===== config.mk =====
export PLATFORM = sky130hd
export DESIGN_NAME = frame14x14_packer
export DESIGN_NICKNAME = d
export VERILOG_FILES = /design/src/rtl/frame14x14_pkg.sv /design/src/rtl/frame14x14_bank.sv /design/src/rtl/frame14x14_packer.sv
export SDC_FILE = /design/constraint.sdc
export NUM_CORES = 2
export LEC_CHECK = 0
export CORE_AREA = 2 2 623 625
export DETAILED_ROUTE_END_ITERATION = 6
export DIE_AREA = 0 0 625 627
export HOLD_SLACK_MARGIN = 0.12
export MAX_ROUTING_LAYER = met4
export PLACE_DENSITY_LB_ADDON = 0.08
export SYNTH_ARGS = -nofsm -noshare
export SYNTH_HDL_FRONTEND = slang
export SYNTH_SLANG_ARGS = --single-unit

===== constraint.sdc =====
create_clock -name clk -period 6.1 [get_ports clk]
set_input_delay 1.22 -clock clk [delete_from_list [all_inputs] [get_ports clk]]
set_output_delay 1.22 -clock clk [all_outputs]
set_load 0.02 [all_outputs]

===== src/rtl/frame14x14_pkg.sv =====
// frame14x14_pkg: shared frame geometry, packer state type and pixel slot addressing
package frame14x14_pkg;
  localparam int PIX_W = 8;
  localparam int ROWS = 14;
  localparam int COLS = 14;
  localparam int NPIX = ROWS * COLS;
  localparam int FRAME_W = NPIX * PIX_W;
  localparam int IDX_W = $clog2(NPIX);
  typedef enum logic {FILL, HOLD} state_t;
  function automatic int pix_lsb(input logic [IDX_W-1:0] idx);
    return int'(idx) * PIX_W;
  endfunction
endpackage


===== src/rtl/frame14x14_bank.sv =====
// frame14x14_bank: one 14x14 pixel register array with indexed write and flattened read
module frame14x14_bank
  import frame14x14_pkg::*;
(
  input  logic               clk,
  input  logic               rst,
  input  logic               we,
  input  logic [IDX_W-1:0]   idx,
  input  logic [PIX_W-1:0]   pix,
  output logic [FRAME_W-1:0] data
);
  logic [PIX_W-1:0] mem [NPIX];
  // slot write; reset clears the array so the published frame is deterministic
  always_ff @(posedge clk)
    if (rst) for (int i = 0; i < NPIX; i++) mem[i] <= '0;
    else if (we) mem[idx] <= pix;
  for (genvar g = 0; g < NPIX; g++) begin : g_flat
    assign data[pix_lsb(IDX_W'(g)) +: PIX_W] = mem[g];
  end
endmodule


===== src/rtl/frame14x14_packer.sv =====
// frame14x14_packer: packs a row-major pixel stream into a 14x14 frame for the max-pool reader (FRAME14X14_PINGPONG_EN adds a second bank)
module frame14x14_packer
  import frame14x14_pkg::*;
(
  input  logic               clk,
  input  logic               rst,
  input  logic               in_valid,
  output logic               in_ready,
  input  logic [PIX_W-1:0]   in_pix,
  input  logic               in_last,
  output logic [FRAME_W-1:0] frame_data,
  output logic               frame_valid,
  input  logic               frame_ack,
  output logic               err_len
);
  logic [IDX_W-1:0] idx, idx_n;
  logic xfer, at_end, done;
  assign xfer = in_valid && in_ready;
  assign at_end = idx == IDX_W'(NPIX - 1);
  assign done = xfer && at_end;
  assign idx_n = xfer ? ((at_end || in_last) ? '0 : idx + 1'b1) : idx;
  // write-slot counter and length check; a short frame or a missing in_last both flag err_len
  always_ff @(posedge clk)
    if (rst) begin
      idx <= '0;
      err_len <= 1'b0;
    end else begin
      idx <= idx_n;
      err_len <= xfer && (at_end != in_last);
    end
`ifdef FRAME14X14_PINGPONG_EN
  logic wb, rb, wb_n, rb_n, rel;
  logic [1:0] full, full_n;
  logic [FRAME_W-1:0] bank_data [2];
  assign rel = frame_ack && full[rb];
  assign wb_n = wb ^ done;
  assign rb_n = rb ^ rel;
  // a bank never completes and is released in the same cycle, so both updates are independent
  always_comb begin
    full_n = full;
    if (done) full_n[wb] = 1'b1;
    if (rel) full_n[rb] = 1'b0;
  end
  // writer and reader pointers alternate, which keeps frames in arrival order
  always_ff @(posedge clk)
    if (rst) begin
      wb <= 1'b0;
      rb <= 1'b0;
      full <= '0;
      in_ready <= 1'b1;
    end else begin
      wb <= wb_n;
      rb <= rb_n;
      full <= full_n;
      in_ready <= !full_n[wb_n];
    end
  for (genvar b = 0; b < 2; b++) begin : g_bank
    frame14x14_bank u_bank (
      .clk  (clk),
      .rst  (rst),
      .we   (xfer && (wb == 1'(b))),
      .idx  (idx),
      .pix  (in_pix),
      .data (bank_data[b])
    );
  end
  assign frame_data = bank_data[rb];
  assign frame_valid = full[rb];
`else
  state_t state, state_n;
  // FILL until the 196th pixel lands, HOLD until the reader acknowledges
  always_comb begin
    state_n = (state == FILL) ? (done ? HOLD : FILL) : (frame_ack ? FILL : HOLD);
  end
  // state register; in_ready is registered from the next state so it never lags the FSM
  always_ff @(posedge clk)
    if (rst) begin
      state <= FILL;
      in_ready <= 1'b1;
    end else begin
      state <= state_n;
      in_ready <= state_n == FILL;
    end
  frame14x14_bank u_bank (
    .clk  (clk),
    .rst  (rst),
    .we   (xfer),
    .idx  (idx),
    .pix  (in_pix),
    .data (frame_data)
  );
  assign frame_valid = state == HOLD;
`endif
endmodule


==> results by group <==
Power
  • Net switching power: 7.16 mW
  • Comb pwr share: 0.095
  • Clock power share: 0.442
  • Flop pwr share: 0.463
  • Switch share: 0.262
  • Pwr/cell area: 319 nW/um^2
  • Leak: 27.3 nW
  • Internal Power: 20.2 mW
  • Maximum VDD drop: 0.000244 V

Timing
  • Relative slew slack: 0.165
  • Clock period minus final worst setup slack: 3.77 ns
  • Period Utilization, post-route: 0.619
  • Final Max Slew Viols: 0
  • Worst Max-Slew Pin Slew: 1.25 ns
  • Final worst setup slack: 2.33 ns
  • Final setup violating endpoints: 0
  • FMAX: 265 MHz
  • Setup Skew: 0.0482 ns
  • RSZ-0062 raised after global routing: false
  • Final hold violation count: 0
  • Setup_tns: 0 ns

Yosys
  • Top_reg_cell synth: edfxtp_1
  • Post-Syn Area: 57600 um^2
  • Yosys warnings: 0
  • Number of synthesized register bits: 1579
  • Seq/Total Area, Yosys: 0.821
  • Post-Syn Area per Cell: 14.7 um^2
  • Gate Count Post-Synth: 3920
  • Async SR Flop Fraction: 0
  • Syn Nets: 3939
  • Unique masters post-synth: 42
  • Post-synth EDFFs: 1568

Drt
  • WL met3: 29900 um
  • Drt via density: 3.68
  • Via count: 39300
  • Max Used Layer: met4
  • Router iterations before antenna repair: 7
  • Routed met1 length: 137000 um
  • # DRC: 0
  • Total routed wirelength: 386000 um
  • DR iter-0 viols: 3056
  • Final ANT Viol Nets: 0
  • WL per Instance: 36.2 um
  • Met2 WL post-DR: 209000 um

Clock tree
  • Root Buffer: clkbuf_16
  • CTS max path bufs: 4
  • TritonCTS Sinks: 1579
  • Later-pin clock latency in the skew report: 0.92 ns
  • Clock H-tree levels: 4
  • CTS resizes: 0
  • CTS Buf Count: 206
  • Hold Buf Count CTS: 0
  • Post-CTS Repair Setup Buffers: 0
  • Clk pin slew, worst setup/hold paths: 0.06 ns
  • CTS tree: done

Global route
  • Grt ovf: 0
  • First-pass GRT wire length: 479000 um
  • Pin count of the biggest net entering global routing: 73
  • Total GRT Usage: 0.196
  • Vias in the first global route: 39700
  • Initial antenna violation count: 31

Worst setup path
  • Critical Path Start Type: input pin
  • Crit path DAT: 4.32 ns
  • CP Capture Type: flop
  • Crit-path max FO: 13
  • CP Buf/Inv Count: 2
  • Worst Path Required: 6.65 ns
  • WS Path Type: in2reg
  • Max incr delay on CP: 0.87 ns
  • Crit path max-delay family: simple AND/OR/NAND/NOR gates
  • Critical Path Slowest Stage Cell: nor2_4
  • CP cell instances: clkdlybuf4s50_1 > nand4b_1 > nor2_4 > buf_4 > a21o_1

Placement
  • GPL Wtd Cong: 0.786
  • PortBufs: 1583
  • Placement-stage cell area: 79300 um^2
  • Dpl hpwl: 291000 um
  • Dpl ws: 1.32 ns

Floorplan
  • Core box area: 385000 um^2
  • Boundary pin count: 1584
  • Die X: 625 um
  • Row count: 228
  • Die area: 392000 um^2
  • Die Y: 627 um
  • Starting Density: 0.150

Min path
  • Hold Crit Class: reg2reg

Finish
  • Share of layout cells above drive strength 1: 0.0875
  • Post-route cell area: 85700 um^2
  • Synth-to-layout area growth: 48.8%
  • Most common cell after layout, fill and taps aside: clkdlybuf4s50_1
  • Most frequent cells in the layout: 1574 x clkdlybuf4s50_1, 1570 x nor2_1, 1568 x edfxtp_1, 208 x clkbuf_16, 179 x a21o_1
  • Final Net Count: 5455

Outcome
  • Status: completed

Job
  • MaxCap Viol Count: 0
## final cells by class
type / instances / area [um^2]
Antenna cell: 8 / 20.0
Sequential cell: 1579 / 47300
Tap cell: 5060 / 6330
Timing Repair Buffer: 1667 / 16500
Fill cell: 40700 / 299000
Multi-Input combinational cell: 1977 / 9180
Inverter: 5 / 18.8
Clock buffer: 260 / 5400
Clock inverter: 109 / 985
## path summary, 6_finish.rpt
kind | to | slack, ns | depth (start not counted) | start
setup / recovery | u_bank.mem[1][0]$_SDFFCE_PN0P_ | 2.33 | 5 | in_valid
hold / removal | idx[1]$_SDFFE_PP0P_ | 0.52 | 2 | idx[1]$_SDFFE_PP0P_
setup reg to reg | u_bank.mem[113][2]$_SDFFCE_PN0P_ | 2.48 | 5 | idx[2]$_SDFFE_PP0P_
hold reg to reg | idx[1]$_SDFFE_PP0P_ | 0.52 | 2 | idx[1]$_SDFFE_PP0P_
## per-stage QoR
| stage | utilization | std cells | hold slack (ns) | power (mW) |
|---|---|---|---|---|
| after floorplan | - | 3920 | 0.477 | 13.7 |
| after global placement | 0.206 | 10300 | 0.523 | 15.6 |
| after detailed placement | 0.206 | 10300 | 0.520 | 15.6 |
| after CTS | 0.223 | 10700 | 0.529 | 27.8 |
| after global routing | 0.223 | 10700 | 0.559 | 28.2 |
| final | 0.223 | 10700 | 0.521 | 27.3 |
## kinds of logic after synthesis
logic type | Yosys count | share of synthesized area
DFF | 1579 | 0.821
and+or+nand+nor | 1759 | 0.122
buffers and inverters | 364 | 0.0284
AOI/OAI and AO/OA | 211 | 0.0271
xor gates and xnor gates | 1 | 0.000152
adders and majority gates | 6 | 0.00130
## state kept, by name (all words and copies together), names as in the netlist
name,cells
u_bank.mem,1568
frame_valid,1
idx,8
in_ready,1
err_len,1
## cells in the mapped netlist, drive strengths merged, types with 2 or more instances
master / number / area [um^2]
o21bai: 18 / 135
and4b: 6 / 60.1
nand4b: 4 / 35.0
buf: 187 / 971
edfxtp: 1568 / 47100
clkbuf: 172 / 646
or3: 4 / 25.0
nand2: 58 / 253
nor2: 1588 / 5970
nand3: 71 / 455
nor2b: 6 / 37.5
and2: 7 / 43.8
or4: 2 / 15.0
a21o: 179 / 1340
inv: 5 / 18.8
dfxtp: 11 / 220
ha: 6 / 75.1
a21oi: 7 / 35.0
nand4: 3 / 18.8
o21ai: 3 / 15.0
and4bb: 3 / 37.5
nand2b: 2 / 12.5
## power groups by stage
stage,combinational (mW),sequential [mW],clock [mW]
floorplan,0.246,13.5,0
global placement,2.66,12.9,0
finish,2.60,12.7,12.1
CTS,2.66,12.7,12.5
detailed placement,2.66,12.9,0
global route,2.67,12.7,12.8
## worst reg2reg max path, cell delays in order (launching register included)
cell	delay, ns
dfxtp_1	0.87
nor2_1	0.48
nand2_4	0.56
buf_4	0.54
buf_4	0.66
nor2_1	0.27
## metal layers
layer  GRT usage  vias up
met5           -        -
met4      0.0444        0
met3      0.0608      348
met2       0.363     1626
met1       0.199    20700
li1            -    16600
No activity file was read; power rests on OpenSTA's default activity.
